<file path="config.mk">
export PLATFORM = sky130hd
export DESIGN_NAME = can_bit_destuffer
export DESIGN_NICKNAME = d
export VERILOG_FILES = /design/src/rtl/can_pkg.sv /design/src/rtl/can_bit_destuffer.sv
export SDC_FILE = /design/constraint.sdc
export NUM_CORES = 1
export LEC_CHECK = 0
export BUFFER_PORTS_ARGS = -buffer_cell sky130_fd_sc_hd__buf_4
export CORE_MARGIN = 3
export CORE_UTILIZATION = 50
export CTS_CLUSTER_DIAMETER = 150
export DETAILED_ROUTE_END_ITERATION = 8
export PLACE_DENSITY = 0.72
export SLEW_MARGIN = 20
export SYNTH_ARGS = -nofsm -noshare
export SYNTH_HDL_FRONTEND = slang
export SYNTH_SLANG_ARGS = --single-unit
</file>
<file path="constraint.sdc">
create_clock -name samplePoint -period 2.25 [get_ports samplePoint]
set_clock_uncertainty 0.1 [all_clocks]
set_input_delay 0.1125 -clock samplePoint [delete_from_list [all_inputs] [get_ports samplePoint]]
set_output_delay 0.1125 -clock samplePoint [all_outputs]
set_load 0.05 [all_outputs]
</file>
<file path="src/rtl/can_pkg.sv">
// Shared CAN definitions: bus levels, default stuffing/idle lengths and the
// destuffer state encoding, reused by the frame decoder and future stuffer.
package can_pkg;

   localparam logic RECESSIVE = 1'b1;
   localparam logic DOMINANT  = 1'b0;

   localparam int DEFAULT_STUFF_LEN = 5;
   localparam int DEFAULT_IDLE_LEN  = 11;

   typedef enum logic [1:0] {
      WAIT_IDLE = 2'd0,
      IDLE      = 2'd1,
      FRAME     = 2'd2,
      ERROR     = 2'd3
   } destuff_state_e;

endpackage

</file>
<file path="src/rtl/can_bit_destuffer.sv">
// CAN receive front end: finds bus idle and SOF, strips stuff bits inside the
// stuffed region and flags stuff violations. All outputs are registered.
module can_bit_destuffer
   import can_pkg::*;
#(
   parameter int STUFF_LEN = DEFAULT_STUFF_LEN,
   parameter int IDLE_LEN  = DEFAULT_IDLE_LEN
) (
   input  logic samplePoint,
   input  logic reset,
   input  logic canRX,
   input  logic stuffEnable,
   input  logic frameEnd,
   output logic bitOut,
   output logic bitValid,
   output logic sofDetected,
   output logic stuffError,
   output logic busIdle
);

   localparam int RUN_CNT_W  = $clog2(STUFF_LEN + 1);
   localparam int IDLE_CNT_W = $clog2(IDLE_LEN + 1);

   localparam logic [RUN_CNT_W-1:0]  RUN_ONE   = RUN_CNT_W'(1);
   localparam logic [RUN_CNT_W-1:0]  RUN_MAX   = RUN_CNT_W'(STUFF_LEN);
   localparam logic [IDLE_CNT_W-1:0] IDLE_ONE  = IDLE_CNT_W'(1);
   localparam logic [IDLE_CNT_W-1:0] IDLE_MAX  = IDLE_CNT_W'(IDLE_LEN);
   localparam logic [IDLE_CNT_W-1:0] IDLE_LAST = IDLE_CNT_W'(IDLE_LEN - 1);

   destuff_state_e          state_q, state_d;
   logic [IDLE_CNT_W-1:0]   idle_cnt_q, idle_cnt_d;
   logic [RUN_CNT_W-1:0]    run_cnt_q, run_cnt_d;
   logic                    last_bit_q, last_bit_d;
   logic                    bit_out_q, bit_out_d;
   logic                    bit_valid_q, bit_valid_d;
   logic                    sof_q, sof_d;
   logic                    stuff_err_q, stuff_err_d;
   logic                    bus_idle_q, bus_idle_d;

   // Next-state logic; frameEnd is applied last so it overrides any other event.
   always_comb begin
      state_d     = state_q;
      idle_cnt_d  = idle_cnt_q;
      run_cnt_d   = run_cnt_q;
      last_bit_d  = last_bit_q;
      bit_out_d   = bit_out_q;
      bit_valid_d = 1'b0;
      sof_d       = 1'b0;
      stuff_err_d = 1'b0;

      unique case (state_q)
         WAIT_IDLE: begin
            if (canRX == RECESSIVE) begin
               if (idle_cnt_q < IDLE_MAX) begin
                  idle_cnt_d = idle_cnt_q + IDLE_ONE;
               end
               if (idle_cnt_q >= IDLE_LAST) begin
                  state_d = IDLE;
               end
            end else begin
               idle_cnt_d = '0;
            end
         end
         IDLE: begin
            if (canRX == DOMINANT) begin
               sof_d       = 1'b1;
               bit_out_d   = DOMINANT;
               bit_valid_d = 1'b1;
               last_bit_d  = DOMINANT;
               run_cnt_d   = RUN_ONE;
               state_d     = FRAME;
            end
         end
         FRAME: begin
            if (stuffEnable && (run_cnt_q == RUN_MAX)) begin
               // A stuff bit must differ from the run; it then starts the next run.
               if (canRX != last_bit_q) begin
                  last_bit_d = canRX;
                  run_cnt_d  = RUN_ONE;
               end else begin
                  stuff_err_d = 1'b1;
                  state_d     = ERROR;
               end
            end else begin
               bit_out_d   = canRX;
               bit_valid_d = 1'b1;
               last_bit_d  = canRX;
               if (stuffEnable && (canRX == last_bit_q)) begin
                  run_cnt_d = run_cnt_q + RUN_ONE;
               end else begin
                  run_cnt_d = RUN_ONE;
               end
            end
         end
         ERROR: begin
         end
         default: begin
            state_d = WAIT_IDLE;
         end
      endcase

      if (frameEnd && ((state_q == FRAME) || (state_q == ERROR))) begin
         state_d     = WAIT_IDLE;
         idle_cnt_d  = '0;
         run_cnt_d   = run_cnt_q;
         last_bit_d  = last_bit_q;
         bit_out_d   = bit_out_q;
         bit_valid_d = 1'b0;
         stuff_err_d = 1'b0;
      end

      bus_idle_d = (state_d == IDLE);
   end

   always_ff @(posedge samplePoint or posedge reset) begin
      if (reset) begin
         state_q     <= WAIT_IDLE;
         idle_cnt_q  <= '0;
         run_cnt_q   <= '0;
         last_bit_q  <= RECESSIVE;
         bit_out_q   <= RECESSIVE;
         bit_valid_q <= 1'b0;
         sof_q       <= 1'b0;
         stuff_err_q <= 1'b0;
         bus_idle_q  <= 1'b0;
      end else begin
         state_q     <= state_d;
         idle_cnt_q  <= idle_cnt_d;
         run_cnt_q   <= run_cnt_d;
         last_bit_q  <= last_bit_d;
         bit_out_q   <= bit_out_d;
         bit_valid_q <= bit_valid_d;
         sof_q       <= sof_d;
         stuff_err_q <= stuff_err_d;
         bus_idle_q  <= bus_idle_d;
      end
   end

   assign bitOut      = bit_out_q;
   assign bitValid    = bit_valid_q;
   assign sofDetected = sof_q;
   assign stuffError  = stuff_err_q;
   assign busIdle     = bus_idle_q;

endmodule

</file>
==> flow_summary.yaml, run 1 <==
sta:
  grt_setup_unrepaired: "false"
  finalHoldViolations: 0
  setup_violations: 0
  fmax_mhz: 526.5
  timing.slew.headroom: 0.6140
  slew_violations: 0
  layout_min_cycle_time_ps: 1899
  tightest_slew_ps: 578.3
  setup_tns_ps: 0
  finalCritPeriodShare: 0.8441
  setup_slack_ps: 350.7
job:
  maxCapViolCount: 0
floorplan:
  rows: 15
  start_util: 0.5426
  dieArea_um2: 2476
  die_x_um: 49.76
  coreArea_um2: 1764
  io_pins: 10
  die_h_um: 49.76
logic_synthesis:
  synthCells: 89
  synth.top_cells.by_area: "dfrtp_1, ha_1, dfstp_2"
  synth_area_um2: 957.2
  synth-seq-cells: 15
  synth-edff-count: 0
  synth-seq-area-share: 0.3948
  yosys.area.top_type_share: 0.3399
  syn_nets: 102
  syn_area_per_cell_um2: 10.75
  async_flop_share: 1.000
  synth_top_area_cell: "dfrtp_1"
  ys.flop_type: "dfrtp_1"
  ys_types: 33
  yosysWarnings: 0
power:
  power.density_nw_per_um2: 1117
  worst_ir_drop_vdd_v: 0.0005406
  total_power_uw: 1208
  power.leakage_uw: 0.0004835
global_route:
  grt_pass1_wl_mm: 3.243
  grt_overflow_total: 0
  grtUsageTotal: 0.1695
  grt_max_degree: 16
  first_global_vias: 737
  antenna_found_initial: 0
layout:
  layout_common_cells: "dfrtp_1, buf_4, inv_1, ha_1, nand2_1"
  layout_commonest_cell: "dfrtp_1"
  area_growth_pct: 12.94
  drive_gt1_frac: 0.2353
  nets: 116
  diodes: 0
worst_setup_path:
  crit_type: "flip-flop to flip-flop"
  worst-r2r-cell-count: 6
  crit_arrival_ps: 2010
  endpoint_kind: "flip-flop"
  ff2ff_setup_slack_ps: 350
  worstPathRequired_ps: 2360
  crit_fanout: 5
  start_kind: "flip-flop"
placed_design:
  port-buffer-count: 9
  place_ws_ps: 386.2
  hpwl_mm: 1.395
  routabilityCongestion: 0.8285
clocking:
  cts_setup_buffers: 0
  clkSlewWorstSetupHoldPaths_ps: 90
  cts_tree: "built"
  clockBufferDepth: 2
  cts.sinks: 15
  clkLatencyLatePin_ps: 270
  cts_buffers: 3
  htreeDepth: 1
  clock-root-buffer: "clkbuf_4"
route:
  viasPerCell: 5.402
  wirelength_mm: 1.783
  wl_per_cell_um: 14.04
  first_pass_iters: 4
  num_vias: 686
  antenna_left: 0
  drc: 0
  drt_iter0_drc: 17
hold_path:
  hp-class: "primary input to flip-flop"
  whs_path_depth: 2
outcome:
  outcome: "completed"
[critical path, cell delays in order (launching register included)]
cell and delay, ps:
dfrtp_1 400, inv_1 100, ha_1 290, o21ai_4 260, nand3_4 130, a2111oi_4 370
a22o_1 190
[kinds of logic after synthesis]
group | after synthesis | synth area share
muxes | 3 | 0.03268
and+or+nand+nor | 28 | 0.1543
adders and majority gates | 8 | 0.1046
xor gates and xnor gates | 1 | 0.01700
buffers and inverters | 10 | 0.05098
AOI/OAI and AO/OA | 24 | 0.2458
DFF | 15 | 0.3948
[layout make-up]
type / count / area, um2
multi-input combinational: 64 / 530.5
inverter: 8 / 30.03
sequential: 15 / 377.9
fill: 161 / 683.2
clock buffer: 4 / 26.28
timing repair buffer: 11 / 85.08
tap: 25 / 31.28
[state kept, by name, indices dropped and copies added (netlist names)]
register,count
idle_cnt_q,4
run_cnt_q,3
busIdle,1
bitValid,1
stuffError,1
bitOut,1
state_q,2
last_bit_q,1
sofDetected,1
[cell usage after synthesis (2+ instances only)]
| cell | n |
|---|---|
| nor2_1 | 6 |
| inv_1 | 8 |
| a21oi_1 | 5 |
| o22ai_1 | 2 |
| ha_1 | 8 |
| mux2i_1 | 2 |
| nand3_1 | 2 |
| nor3_1 | 4 |
| o2bb2ai_1 | 2 |
| o21ai_0 | 4 |
| a22o_1 | 2 |
| nand2_1 | 7 |
| nand2b_1 | 4 |
| dfrtp_1 | 13 |
| dfstp_2 | 2 |
[repair_timing]
| action | 4_1_cts | 5_1_grt |
|---|---|---|
| setup endpoints to repair | 0 | 0 |
| resized for setup | 0 | 0 |
| hold buffers | 1 | 0 |
| hold endpoints to repair | 13 | 0 |
[path summary, 6_finish.rpt]
check | start | to
max reg2reg | state_q[0]$_DFF_PP0_ | run_cnt_q[1]$_DFFE_PP0P_
max | state_q[0]$_DFF_PP0_ | run_cnt_q[1]$_DFFE_PP0P_
min in group asynchronous | reset | busIdle$_DFF_PP0_
min | canRX | sofDetected$_DFF_PP0_
max in group asynchronous | reset | last_bit_q$_DFFE_PP1P_
min reg2reg | last_bit_q$_DFFE_PP1P_ | last_bit_q$_DFFE_PP1P_
[power by group]
group / switching, uW / total, uW / internal [uW]
Clock: 80.7 / 149 / 68.6
Combinational: 377 / 623 / 246
Sequential: 80.6 / 436 / 355
[stage by stage]
stage	instances	area [um2]	hold slack, ps	util
3_5_place_dp	122	1045	109.8	0.5922
5_1_grt	127	1081	16.29	0.6128
2_1_floorplan	89	957.2	-87.45	-
4_1_cts	127	1081	14.08	0.6128
6_report	127	1081	24.17	0.6128
3_3_place_gp	122	1045	108.9	0.5922
[layer usage]
metal,track usage,wire length (um),part of all wire,up-vias
li1,-,-,-,342
met1,0.1943,832,0.47,328
met2,0.3128,890,0.50,14
met3,0.02719,46,0.026,2
met4,0.05991,13,0.0073,0
met5,0,0,0,-
No activity file was read; power rests on OpenSTA's default activity.
==> run 2: changes to the inputs <==
PLACE_DENSITY = 0.75   (was 0.72)
clock period = 1.6 ns   (was 2.25 ns; I/O delays follow)
==> run 2 against run 1 <==
  * The flow now finishes with violations (negative setup slack)
  * Global-route usage increased by 2.0 points
  * Cell count rose by 15%
  * Routed wire length up 38%
  * Clock-buffer cell count is 1 lower
  * Sequential power rose by 43%
  * Critical endpoint is now busIdle$_DFF_PP0_
  * Largest cell class unchanged
==> flow_summary.yaml, run 2 (synthesis results as in run 1) <==
power:
  pwr-share-comb: 0.612
  switching_share: 0.4325
  power.density_nw_per_um2: 1627
  p_sw_uw: 947.3
  p_seq_frac: 0.285
  power.leakage_uw: 0.0005886
  power_frac_clock: 0.102
  worst_ir_drop_vdd_v: 0.0008193
  internal_power_uw: 1243
layout:
  layout_commonest_cell: "buf_4"
  area_growth_pct: 40.65
  layout_common_cells: "buf_4, dfrtp_1, inv_1, nor2_1, a21oi_1"
  nets: 135
  drive_gt1_frac: 0.5207
  top_regs: "idle_cnt_q: 4 flops, run_cnt_q: 3 flops, state_q: 2 flops"
  largest_reg_flops: 4
  diodes: 0
  top_register: "idle_cnt_q"
worst_setup_path:
  crit_fanout: 7
  crit_arrival_ps: 1800
  start_kind: "flip-flop"
  endpoint_kind: "flip-flop"
  worstPathRequired_ps: 1710
  crit_type: "flip-flop to flip-flop"
  worst-r2r-cell-count: 6
floorplan:
  io_pins: 10
  coreArea_um2: 1764
  die_h_um: 49.76
  rows: 15
  dieArea_um2: 2476
  die_x_um: 49.76
  start_util: 0.5426
route:
  num_vias: 831
  wirelength_mm: 2.460
  drt_iter0_drc: 16
  wl_per_cell_um: 16.85
  first_pass_iters: 3
  wl_met1_mm: 1.032
  viasPerCell: 5.692
  top_layer_used: "met4"
  drc: 0
  dr_wl_met2_mm: 1.315
  dr_wl_met3_um: 64
  antenna_left: 0
sta:
  slew_violations: 0
  fmax_mhz: 589.9
  timing.slew.headroom: 0.6265
  grt_setup_unrepaired: "true"
  setup_violations: 8
  finalCritPeriodShare: 1.060
  tightest_slew_ps: 559.6
  hold_slack_ps: 26.24
  layout_min_cycle_time_ps: 1695
  setup_tns_ps: -390.6
  finalHoldViolations: 0
  setup_slack_ps: -95.35
clocking:
  cts.sinks: 15
  clock-root-buffer: "clkbuf_4"
  clkLatencyLatePin_ps: 290
  cts_tree: "built"
  htreeDepth: 1
  cts_buffers: 3
  clockBufferDepth: 2
  clkSlewWorstSetupHoldPaths_ps: 90
placed_design:
  routabilityCongestion: 0.8173
  hpwl_mm: 1.548
  place_ws_ps: -87.76
  port-buffer-count: 9
hold_path:
  whs_path_depth: 3
  hp-class: "primary input to flip-flop"
global_route:
  grt_max_degree: 16
  antenna_found_initial: 0
  grt_overflow_total: 0
  grtUsageTotal: 0.1896
  grt_pass1_wl_mm: 3.581
  first_global_vias: 839
job:
  maxCapViolCount: 0
outcome:
  outcome: "complete, but fails checks"
  failed_checks: "negative setup slack"
-- run 2: repair_timing --
| item | CTS | global route |
|---|---|---|
| gates resized for setup | 3 | 15 |
| endpoints found under the hold margin | 13 | 0 |
| hold buffers | 1 | 0 |
| pin swaps | 2 | 7 |
| buffers inserted | 2 | 5 |
| endpoints found under the setup margin | 8 | 12 |
-- run 2: final timing paths --
path,from,end,slack [ps]
worst min register to register,last_bit_q$_DFFE_PP1P_,last_bit_q$_DFFE_PP1P_,420
worst min-delay path,canRX,last_bit_q$_DFFE_PP1P_,30
max in group asynchronous,reset,state_q[0]$_DFF_PP0_,720
worst max-delay path,state_q[0]$_DFF_PP0_,busIdle$_DFF_PP0_,-100
worst max register to register,state_q[0]$_DFF_PP0_,busIdle$_DFF_PP0_,-100
min in group asynchronous,reset,idle_cnt_q[3]$_DFFE_PP0P_,290
-- run 2: per-stage QoR --
step           instance area, um2  instances  utilization  power (uW)
6_report                     1346        146       0.7631        2190
5_1_grt                      1346        146       0.7631        2329
4_1_cts                      1240        141       0.7028        1948
3_5_place_dp                 1174        134       0.6652        1690
3_3_place_gp                 1174        134       0.6652        1654
2_1_floorplan               996.0         89            -        1356
-- run 2: worst max-delay path: stages (launching register included) --
cell      delay (ps)
dfrtp_2          460
inv_4            100
ha_4             200
nand4_1          210
o22ai_2          200
nand2b_1         110
a211oi_2         240
-- run 2: layout make-up --
type | instances | area, um2
clock buffers | 3 | 22.52
clock inverters | 1 | 5.005
fillers | 115 | 417.9
inverters | 8 | 32.53
multi-input cells | 64 | 643.1
flip-flops and latches | 15 | 380.4
well taps | 25 | 31.28
repair buffers | 30 | 231.5
-- run 2: power by group through the flow --
stage	logic, uW	clock network, uW	registers [uW]
global route	1440	247	640
detailed placement	1060	0	627
CTS	1100	225	620
finish	1340	224	625
global placement	1030	0	619
floorplan	641	0	715
-- run 2: metal layers --
| layer | vias to the layer above | track usage |
|---|---|---|
| met5 | - | 0 |
| met4 | 0 | 0.1290 |
| met3 | 6 | 0.03625 |
| met2 | 15 | 0.3326 |
| met1 | 427 | 0.2027 |
| li1 | 383 | - |
==> run 3: changes to the inputs <==
BUFFER_PORTS_ARGS = default   (was -buffer_cell sky130_fd_sc_hd__buf_4)
DONT_BUFFER_PORTS = 1   (was default)
GPL_ROUTABILITY_DRIVEN = 1   (was default)
PLACE_DENSITY = 0.71   (was 0.75)
==> run 3 against run 2 <==
  * Worst hold slack better by 1.1 ps
  * Clock power hardly changed
  * Largest cell class unchanged
  * First-iteration DRC count increased by 31%
  * Critical path type unchanged
  * Core utilization rose by 3.5 points
  * The flow still finishes with violations (negative setup slack)
  * Maximum frequency fell by 0.51%
  * Critical endpoint is now idle_cnt_q[1]$_DFFE_PP0P_
==> flow_summary.yaml, run 3 (synthesis results as in run 1) <==
route:
  first_pass_iters: 4
  wirelength_mm: 2.701
  num_vias: 846
  viasPerCell: 5.678
  drc: 0
  wl_per_cell_um: 18.13
  antenna_left: 0
  dr_wl_met2_mm: 1.447
  dr_wl_met3_um: 142
  wl_met1_mm: 1.061
  top_layer_used: "met4"
  drt_iter0_drc: 21
sta:
  layout_min_cycle_time_ps: 1704
  timing.slew.headroom: 0.6232
  hold_slack_ps: 27.30
  fmax_mhz: 586.9
  grt_setup_unrepaired: "true"
  tightest_slew_ps: 564.6
  setup_slack_ps: -104.0
  finalHoldViolations: 0
  setup_tns_ps: -520.9
  slew_violations: 0
  finalCritPeriodShare: 1.065
  setup_violations: 9
global_route:
  grtUsageTotal: 0.2224
  first_global_vias: 881
  grt_pass1_wl_mm: 4.174
  grt_max_degree: 16
  grt_overflow_total: 0
  antenna_found_initial: 0
clocking:
  cts.sinks: 15
  cts_buffers: 3
  clock-root-buffer: "clkbuf_4"
  clockBufferDepth: 2
  clkSlewWorstSetupHoldPaths_ps: 90
  htreeDepth: 1
  clkLatencyLatePin_ps: 290
  cts_tree: "built"
worst_setup_path:
  path_delay_family: "flip-flops"
  crit_arrival_ps: 1770
  cp_cell_sequence: "ha_4 > o21a_4 > o221a_4 > mux2_4"
  max_stage_delay_ps: 490
  crit_fanout: 6
  start_kind: "flip-flop"
  cp_slowest_cell: "dfrtp_2"
  endpoint_kind: "flip-flop"
  r2r-end: "idle_cnt_q[1]$_DFFE_PP0P_"
  crit_type: "flip-flop to flip-flop"
  worstReg2RegStart: "state_q[1]$_DFF_PP0_"
  timing.critical_path.buf_inv: 0
  worst-r2r-cell-count: 4
  ff2ff_setup_slack_ps: -100
  worstPathRequired_ps: 1670
layout:
  drive_gt1_frac: 0.5161
  top_register: "idle_cnt_q"
  diodes: 0
  layout_commonest_cell: "buf_4"
  layout_common_cells: "buf_4, dfrtp_1, inv_1, nor2_1, dlygate4sd3_1"
  top_regs: "idle_cnt_q: 4 flops, run_cnt_q: 3 flops, state_q: 2 flops"
  nets: 138
  area_growth_pct: 47.06
  largest_reg_flops: 4
  instances_no_fill: 149
outcome:
  outcome: "complete, but fails checks"
  failed_checks: "negative setup slack"
placed_design:
  port-buffer-count: 0
  place_ws_ps: -104.6
  hpwl_mm: 1.529
  routabilityCongestion: 0.8166
  dp.cells: 132
floorplan:
  rows: 15
  die_h_um: 49.76
  io_pins: 10
  start_util: 0.5426
  die_x_um: 49.76
  dieArea_um2: 2476
  coreArea_um2: 1764
power:
  worst_ir_drop_vdd_v: 0.0008692
  power.leakage_uw: 0.0006024
  power.density_nw_per_um2: 1602
job:
  maxCapViolCount: 0
hold_path:
  hp-class: "primary input to flip-flop"
  hp-start: "frameEnd"
  hold-path-endpoint: "state_q[0]$_DFF_PP0_"
  whs_path_depth: 3
-- run 3: cell count changes in the layout (fill, tap and decap cells not counted), moves of 2 or more --
cell / before / now
o21ai_0: 3 / 1
o21ai_1: 1 / 3
buf_6: 1 / 3
dlygate4sd3_1: 1 / 5
buf_4: 28 / 25
a21oi_1: 5 / 3
a21oi_2: 0 / 2
-- run 3: how the worst max path moves through the flow --
stage | startpoint | to | cells past startpoint
floorplan | state_q[1]$_DFF_PP0_ | idle_cnt_q[1]$_DFFE_PP0P_ | 4
global placement | state_q[0]$_DFF_PP0_ | idle_cnt_q[1]$_DFFE_PP0P_ | 5
detailed placement | state_q[0]$_DFF_PP0_ | idle_cnt_q[1]$_DFFE_PP0P_ | 5
CTS | state_q[0]$_DFF_PP0_ | idle_cnt_q[1]$_DFFE_PP0P_ | 5
global route | state_q[0]$_DFF_PP0_ | busIdle$_DFF_PP0_ | 6
finish | state_q[1]$_DFF_PP0_ | idle_cnt_q[1]$_DFFE_PP0P_ | 4
-- run 3: repair_timing --
item / in CTS / in global routing
gates resized for setup: 10 / 18
endpoints found under the setup margin: 9 / 12
buffers inserted: 6 / 3
pin swaps: 9 / 9
hold buffers: 4 / 1
endpoints found under the hold margin: 21 / 1
-- run 3: routing by layer --
layer	vias up	global-route usage
met3	6	0.03021
li1	391	-
met2	29	0.3899
met1	420	0.2686
met4	0	0.09677
met5	-	0
-- run 3: tightest hold or removal path: stages --
cell     delay, ps
o21a_4         110
buf_4          150
a21oi_2         50
-- run 3: area by class of cell --
type                    count  area (um2)
clock buffers               4       26.28
fillers                   110       356.6
inverters                   8       32.53
multi-input cells          64       665.6
flip-flops and latches     15       380.4
well taps                  25       31.28
repair buffers             33       271.5
-- run 3: power breakdown --
part / internal [uW] / switching (uW) / total, uW
clock network: 96.8 / 124 / 221
registers: 503 / 182 / 685
logic: 668 / 682 / 1350
total: 1270 / 988 / 2260
-- run 3: per-stage QoR --
stage | total power, uW | area [um2] | util
2_1_floorplan | 1356 | 996.0 | -
3_3_place_gp | 1706 | 1159 | 0.6567
3_5_place_dp | 1747 | 1159 | 0.6567
4_1_cts | 2055 | 1304 | 0.7390
5_1_grt | 2382 | 1408 | 0.7979
6_report | 2255 | 1408 | 0.7979
